==> config.mk <==
export PLATFORM = sky130hd
export DESIGN_NAME = disp_share_ctrl
export DESIGN_NICKNAME = d
export VERILOG_FILES = /design/src/rtl/disp_pkg.sv /design/src/rtl/ms_tick_gen.sv /design/src/rtl/disp_share_ctrl.sv
export SDC_FILE = /design/constraint.sdc
export NUM_CORES = 1
export LEC_CHECK = 0
export CAP_MARGIN = 0
export CELL_PAD_IN_SITES_DETAIL_PLACEMENT = 1
export CELL_PAD_IN_SITES_GLOBAL_PLACEMENT = 2
export CORE_ASPECT_RATIO = 1.1
export CORE_MARGIN = 1
export CORE_UTILIZATION = 24
export CTS_CLUSTER_SIZE = 14
export DETAILED_ROUTE_END_ITERATION = 6
export PLACE_DENSITY_LB_ADDON = 0.3
export SLEW_MARGIN = 20
export SYNTH_ARGS = -nofsm -noshare
export SYNTH_HDL_FRONTEND = slang
export SYNTH_SLANG_ARGS = --single-unit
==> constraint.sdc <==
create_clock -name clk -period 5.3 [get_ports clk]
set_input_delay 1.06 -clock clk [delete_from_list [all_inputs] [get_ports clk]]
set_output_delay 1.06 -clock clk [all_outputs]
set_load 0.01 [all_outputs]
==> src/rtl/disp_pkg.sv <==
// rtl/disp_pkg.sv - shared types, widths and digit helper for the display sharing controller
//   NUM_SRC   number of display requesters
//   DIG_BLANK code that leaves a digit dark
//   state_t   arbiter state (ST_IDLE / ST_SHOW)
package disp_pkg;

    localparam int NUM_SRC = 3;
    localparam int NUM_DIG = 6;
    localparam int VAL_W   = 24;
    localparam int MASK_W  = 6;

    localparam logic [7:0] DIG_BLANK = 8'hFF;

    typedef enum logic {
        ST_IDLE = 1'b0,
        ST_SHOW = 1'b1
    } state_t;

    // Request bit of source s; out-of-range indices read as not requesting.
    function automatic logic req_bit(input logic [NUM_SRC-1:0] r, input logic [1:0] s);
        case (s)
            2'd0:    req_bit = r[0];
            2'd1:    req_bit = r[1];
            2'd2:    req_bit = r[2];
            default: req_bit = 1'b0;
        endcase
    endfunction

    // The other member of the round-robin pair {1, 2}.
    function automatic logic [1:0] other_src(input logic [1:0] s);
        other_src = (s == 2'd1) ? 2'd2 : 2'd1;
    endfunction

    function automatic logic [7:0] digit_code(input logic [3:0] nib, input logic blank,
                                              input logic blink, input logic phase);
        digit_code = (blank || (blink && phase)) ? DIG_BLANK : {4'h0, nib};
    endfunction

endpackage

==> src/rtl/ms_tick_gen.sv <==
// rtl/ms_tick_gen.sv - free-running millisecond tick generator
//   i_clk   system clock
//   i_rst   synchronous active-high reset
//   o_tick  one-cycle pulse every TICK_DIV+1 clocks (while the counter equals TICK_DIV)
module ms_tick_gen #(
    parameter logic [15:0] TICK_DIV = 16'd49999
) (
    input  logic i_clk,
    input  logic i_rst,
    output logic o_tick
);

    logic [15:0] r_cnt;

    always_ff @(posedge i_clk) begin
        if (i_rst) begin
            r_cnt <= 16'd0;
        end else if (r_cnt == TICK_DIV) begin
            r_cnt <= 16'd0;
        end else begin
            r_cnt <= r_cnt + 16'd1;
        end
    end

    assign o_tick = (r_cnt == TICK_DIV);

endmodule

==> src/rtl/disp_share_ctrl.sv <==
// rtl/disp_share_ctrl.sv - shares the six-digit display between an alarm source and two round-robin sources
//   clk, rst                 system clock, synchronous active-high reset
//   req                      level requests, req[0] preempts
//   src_val                  three 24-bit hex values, source k at [24k+23:24k]
//   src_blank / src_blink    per-digit masks, source k at [6k+5:6k], bit 5 = DIG1
//   ack                      one-cycle pulse on a new grant
//   active_valid, active_src current grant (src 0 when none)
//   data0..data5             digit codes DIG1..DIG6, 8'hFF when dark
module disp_share_ctrl
    import disp_pkg::*;
#(
    parameter logic [15:0] TICK_DIV = 16'd49999,
    parameter int unsigned DWELL_MS = 2000,
    parameter int unsigned BLINK_MS = 250
) (
    input  logic                        clk,
    input  logic                        rst,
    input  logic [NUM_SRC-1:0]          req,
    input  logic [NUM_SRC*VAL_W-1:0]    src_val,
    input  logic [NUM_SRC*MASK_W-1:0]   src_blank,
    input  logic [NUM_SRC*MASK_W-1:0]   src_blink,
    output logic [NUM_SRC-1:0]          ack,
    output logic                        active_valid,
    output logic [1:0]                  active_src,
    output logic [7:0]                  data0,
    output logic [7:0]                  data1,
    output logic [7:0]                  data2,
    output logic [7:0]                  data3,
    output logic [7:0]                  data4,
    output logic [7:0]                  data5
);

    localparam int DW = (DWELL_MS > 1) ? $clog2(DWELL_MS) : 1;
    localparam int BW = (BLINK_MS > 1) ? $clog2(BLINK_MS) : 1;
    localparam logic [DW-1:0] DWELL_LOAD = DW'(DWELL_MS - 1);
    localparam logic [BW-1:0] BLINK_LAST = BW'(BLINK_MS - 1);

    state_t               r_state, w_state_nxt;
    logic [1:0]           r_src, w_src_nxt;
    logic [1:0]           r_rr, w_rr_nxt;
    logic [DW-1:0]        r_dwell, w_dwell_nxt;
    logic [BW-1:0]        r_blink_cnt;
    logic                 r_blink_phase;
    logic [NUM_SRC-1:0]   r_ack, w_ack_nxt;
    logic                 r_valid;
    logic [7:0]           r_data [NUM_DIG];
    logic [7:0]           w_data_nxt [NUM_DIG];

    logic                 w_tick;
    logic                 w_expire;
    logic                 w_cur_req;
    logic                 w_other_req;
    logic                 w_arb;
    logic                 w_grant;
    logic [VAL_W-1:0]     w_sel_val;
    logic [MASK_W-1:0]    w_sel_blank;
    logic [MASK_W-1:0]    w_sel_blink;

    ms_tick_gen #(
        .TICK_DIV (TICK_DIV)
    ) u_tick (
        .i_clk  (clk),
        .i_rst  (rst),
        .o_tick (w_tick)
    );

    assign w_cur_req   = req_bit(req, r_src);
    assign w_other_req = (r_src == 2'd0) ? 1'b0 : req_bit(req, other_src(r_src));
    // Expiry needs a tick while dwell is already 0, so a grant is held for
    // DWELL_MS ticks in total; source 0 is never rotated out on expiry.
    assign w_expire    = (r_state == ST_SHOW) && (r_src != 2'd0) && w_tick && (r_dwell == '0);

    // State register
    always_ff @(posedge clk) begin
        if (rst) begin
            r_state       <= ST_IDLE;
            r_src         <= 2'd0;
            r_rr          <= 2'd1;
            r_dwell       <= '0;
            r_blink_cnt   <= '0;
            r_blink_phase <= 1'b0;
            r_ack         <= '0;
            r_valid       <= 1'b0;
            for (int i = 0; i < NUM_DIG; i++) begin
                r_data[i] <= DIG_BLANK;
            end
        end else begin
            r_state <= w_state_nxt;
            r_src   <= w_src_nxt;
            r_rr    <= w_rr_nxt;
            r_dwell <= w_dwell_nxt;
            r_ack   <= w_ack_nxt;
            r_valid <= (w_state_nxt == ST_SHOW);
            for (int i = 0; i < NUM_DIG; i++) begin
                r_data[i] <= w_data_nxt[i];
            end
            if (w_tick) begin
                if (r_blink_cnt == BLINK_LAST) begin
                    r_blink_cnt   <= '0;
                    r_blink_phase <= ~r_blink_phase;
                end else begin
                    r_blink_cnt <= r_blink_cnt + 1'b1;
                end
            end
        end
    end

    // Next-state / arbitration
    always_comb begin
        w_state_nxt = r_state;
        w_src_nxt   = r_src;
        w_rr_nxt    = r_rr;
        w_grant     = 1'b0;
        w_dwell_nxt = (w_tick && (r_dwell != '0)) ? r_dwell - 1'b1 : r_dwell;
        w_arb       = 1'b0;

        case (r_state)
            ST_IDLE: w_arb = |req;
            ST_SHOW: w_arb = !w_cur_req
                          || (req[0] && (r_src != 2'd0))
                          || (w_expire && w_other_req);
            default: w_arb = 1'b0;
        endcase

        if (w_arb) begin
            if (req[0]) begin
                w_state_nxt = ST_SHOW;
                w_src_nxt   = 2'd0;
                w_grant     = 1'b1;
                w_dwell_nxt = DWELL_LOAD;
            end else if (req_bit(req, r_rr)) begin
                w_state_nxt = ST_SHOW;
                w_src_nxt   = r_rr;
                w_rr_nxt    = other_src(r_rr);
                w_grant     = 1'b1;
                w_dwell_nxt = DWELL_LOAD;
            end else if (req_bit(req, other_src(r_rr))) begin
                w_state_nxt = ST_SHOW;
                w_src_nxt   = other_src(r_rr);
                w_rr_nxt    = r_rr;
                w_grant     = 1'b1;
                w_dwell_nxt = DWELL_LOAD;
            end else begin
                w_state_nxt = ST_IDLE;
                w_src_nxt   = 2'd0;
                w_dwell_nxt = '0;
            end
        end else if (w_expire) begin
            // Expired with nobody waiting: keep showing, start a fresh dwell.
            w_dwell_nxt = DWELL_LOAD;
        end
    end

    // Output next values (registered above)
    always_comb begin
        w_ack_nxt   = w_grant ? (NUM_SRC'(1) << w_src_nxt) : '0;
        w_sel_val   = src_val[VAL_W-1:0];
        w_sel_blank = src_blank[MASK_W-1:0];
        w_sel_blink = src_blink[MASK_W-1:0];
        case (w_src_nxt)
            2'd1: begin
                w_sel_val   = src_val[2*VAL_W-1:VAL_W];
                w_sel_blank = src_blank[2*MASK_W-1:MASK_W];
                w_sel_blink = src_blink[2*MASK_W-1:MASK_W];
            end
            2'd2: begin
                w_sel_val   = src_val[3*VAL_W-1:2*VAL_W];
                w_sel_blank = src_blank[3*MASK_W-1:2*MASK_W];
                w_sel_blink = src_blink[3*MASK_W-1:2*MASK_W];
            end
            default: ;
        endcase
        for (int i = 0; i < NUM_DIG; i++) begin
            w_data_nxt[i] = DIG_BLANK;
            if (w_state_nxt == ST_SHOW) begin
                w_data_nxt[i] = digit_code(w_sel_val[VAL_W-1-4*i -: 4],
                                           w_sel_blank[MASK_W-1-i],
                                           w_sel_blink[MASK_W-1-i],
                                           r_blink_phase);
            end
        end
    end

    assign ack          = r_ack;
    assign active_valid = r_valid;
    assign active_src   = r_src;
    assign data0        = r_data[0];
    assign data1        = r_data[1];
    assign data2        = r_data[2];
    assign data3        = r_data[3];
    assign data4        = r_data[4];
    assign data5        = r_data[5];

endmodule

==> summary.md, run 1 <==
| Metric | Value |
|---|---|
| Initial antenna violation count | `0` |
| Layout fillers | `1,834` |
| Fin. max-slew vios | `0` |
| DP HPWL | `about 11,000 µm` |
| Fmax | `208 MHz` |
| WP data required | `approximately 5500 ps` |
| Ys Warns | `0` |
| Minimum clock period | `4800 ps` |
| FF-to-FF setup slack | `970 ps` |
| Slew at the pin closest to its max-slew limit | `951 ps` |
| Worst Hold Class | `flop to flop` |
| Pre-Repair DR Iteration Count | `5` |
| GRT Residual Overflow | `0` |
| Synthesized area | `3950 µm²` |
| Crit share post-route | `0.905` |
| Layout cell share with drive strength beyond 1 | `0.0695` |
| Syn Nets | `588` |
| Post-CTS setup repair buffer count | `0` |
| WP data arrival | `4970 ps` |
| Yosys reg bits | `74` |
| Hold Slack | `467 ps` |
| Place WS | `a little over 200 ps` |
| Setup crit end kind | `flop` |
| # IOs | `around 170` |
| Starting DRT DRC Count | `163` |
| Predominant post-synthesis flop cell | `dfxtp_1` |
| Worst vdd ir | `0.152 mV` |
| H-tree levels | `3` |
| Fin nets | `736` |
| Setup Skew | `8.71 ps` |
| Total Wirelength | `14,900 µm` |
| CTS tree | `yes` |
| Setup CP Type | `input pin to flop` |
| Pwr/cell area | `around 350 nW/µm²` |
| First-pass GRT wire length | `23,500 µm` |
| Number of global-route vias before repair | `4,220` |
| Post-cts resize count | `0` |
| Unrepaired setup endpoints after global routing | `no` |
| Core region area | `~16,000 µm²` |
| Vias | `between 4,000 and 5,000` |
| Routed len/inst | `18.2 µm` |
| Pin count of the biggest net entering global routing | `37` |
| Distinct cell type count after synthesis | `52` |
| Initial Util | `0.248` |
| Placed insts | `between 800 and 900` |
| I/O Buffers | `166` |
| Maximum clock path buffer count | `2` |
| Synth Area per Inst | `8.47 µm²` |
| Max-cap violation count | `0` |
| Crit path max fanout | `36` |
| Die Wd | `roughly 120 µm` |
| Setup crit start kind | `input pin` |
| Worst-skew pair later-pin latency | `around 350 ps` |
| Die H | `137 µm` |
| Setup_tns | `0 ps` |
| DRC violations left | `0` |
| Count of final hold-check violations | `0` |
| Sequential cell area fraction in the yosys report | `0.375` |
| ANT nets after route | `0` |
| CTS Sinks | `74` |
| Via density | `~5.0` |
| Post-Layout Cell Count | `819` |
| CTS Hold Bufs | `0` |
| Leak | `2.20 nW` |
| CTS root buf | `clkbuf_16` |
| Placement Cell Area | `between 5000 and 6000 µm²` |
| Post-route setup slack | `504 ps` |
| Post-Syn Instances | `466` |
| Total GRT Usage | `0.180` |
| Final Wtd Congestion | `0.787` |
| TritonCTS Buffers | `9` |
| Fin area | `around 6000 µm²` |
| Status | `complete, no violations` |
| Antenna diode count | `0` |
| EDFF count, synth | `0` |
| Max-slew headroom | `0.359` |
| Final setup viols | `0` |
| Clock-pin slew on the worst setup and hold paths | `approximately 60 ps` |
| Site Rows | `48` |
| Asr flop ratio synth | `0` |
| Die area | `17,000 µm²` |
| P&R area growth vs syn | `52.6%` |
[cell usage in the layout, fill, tap and decap left out, types with 4 or more instances in the layout]
master / n
clkdlybuf4s50_1: 166
dfxtp_1: 74
nand2_1: 48
nor2_1: 43
a22oi_1: 27
o211ai_1: 26
nor3_1: 21
a21oi_1: 17
inv_1: 13
buf_4: 13
o21ai_0: 12
xor2_1: 12
xnor2_1: 11
and3_1: 9
nand4_1: 9
nand3_1: 9
clkbuf_16: 9
a221oi_1: 8
nand2b_1: 8
a211oi_1: 8
ha_1: 8
a221o_1: 6
nor2b_1: 4
[final timing paths]
path                        start               to  depth (start not counted)
hold / removal    u_tick.r_cnt[0]  u_tick.r_cnt[0]                          1
hold reg to reg   u_tick.r_cnt[0]  u_tick.r_cnt[0]                          1
setup / recovery           req[2]     r_data[0][1]                         12
setup reg to reg       r_dwell[0]     r_data[0][1]                         13
[power breakdown]
part | switching [mW] | internal [mW]
sequential | 0.0622 | 0.639
clock | 0.253 | 0.363
combinational | 0.385 | 0.412
total | 0.701 | 1.41
[sequential cells by signal, summed over array words and instances, names as in the netlist]
register / cells
r_data: 30
u_tick.r_cnt: 16
r_dwell: 11
r_blink_cnt: 8
ack: 3
active_src: 2
r_rr: 2
active_valid: 1
r_blink_phase: 1
[cell usage after synthesis (6+ instances only)]
library cell	instances	area (µm²)
a211oi_1	8	60.1
a21oi_1	17	85.1
a221o_1	6	60.1
a221oi_1	8	70.1
a22oi_1	27	203
and3_1	9	56.3
buf_4	19	143
clkbuf_1	20	75.1
dfxtp_1	74	1480
ha_1	9	113
inv_1	13	48.8
nand2_1	48	180
nand2b_1	8	50.1
nand3_1	9	45.0
nand4_1	9	56.3
nor2_1	43	161
nor3_1	21	105
o211ai_1	26	195
o21ai_0	12	60.1
xnor2_1	11	96.3
xor2_1	12	105
[logic make-up after synthesis]
logic type	share of synthesized area
AOI/OAI and AO/OA	0.227
xor gates and xnor gates	0.0510
adders and majority gates	0.0285
buffers and inverters	0.0707
DFF	0.375
muxes	0.0108
and+or+nand+nor	0.237
[per-stage QoR]
stage               power [mW]   util
floorplan                 1.14      -
global placement          1.50  0.360
detailed placement        1.52  0.360
CTS                       2.15  0.379
global route              2.25  0.379
finish                    2.12  0.379
[layout make-up]
cell class / instances / area [µm²] / area share
multi-input combinational: 337 / 2190 / 0.364
tap: 200 / 250 / 0.0415
sequential: 74 / 1480 / 0.246
clock buffer: 9 / 225 / 0.0374
timing repair buffer: 179 / 1760 / 0.292
inverter: 13 / 48.8 / 0.00810
clock inverter: 7 / 68.8 / 0.0114
[worst max-delay path, cell delays in order]
cell and delay [ps]:
clkdlybuf4s50_1 590, a22oi_1 150, nor2_1 190, mux2_2 400
or4_4 530, and2_1 160, ha_2 420, a221o_1 430
a221oi_1 230, nor3_1 100, a211oi_1 540, o211ai_1 190
[routing by layer]
metal	track usage	share of wire	vias up
li1	-	-	1989
met1	0.216	0.44	1975
met2	0.315	0.51	123
met3	0.0395	0.044	10
met4	0.0663	0.0084	0
met5	0	0	-
Power figures use the tool's default switching activity.
==> inputs of run 2 (changes only) <==
Settings changed: ABC_AREA from default to 0.
==> results of run 2 <==
Final layout, timing and power as in run 1 (identical DEF).
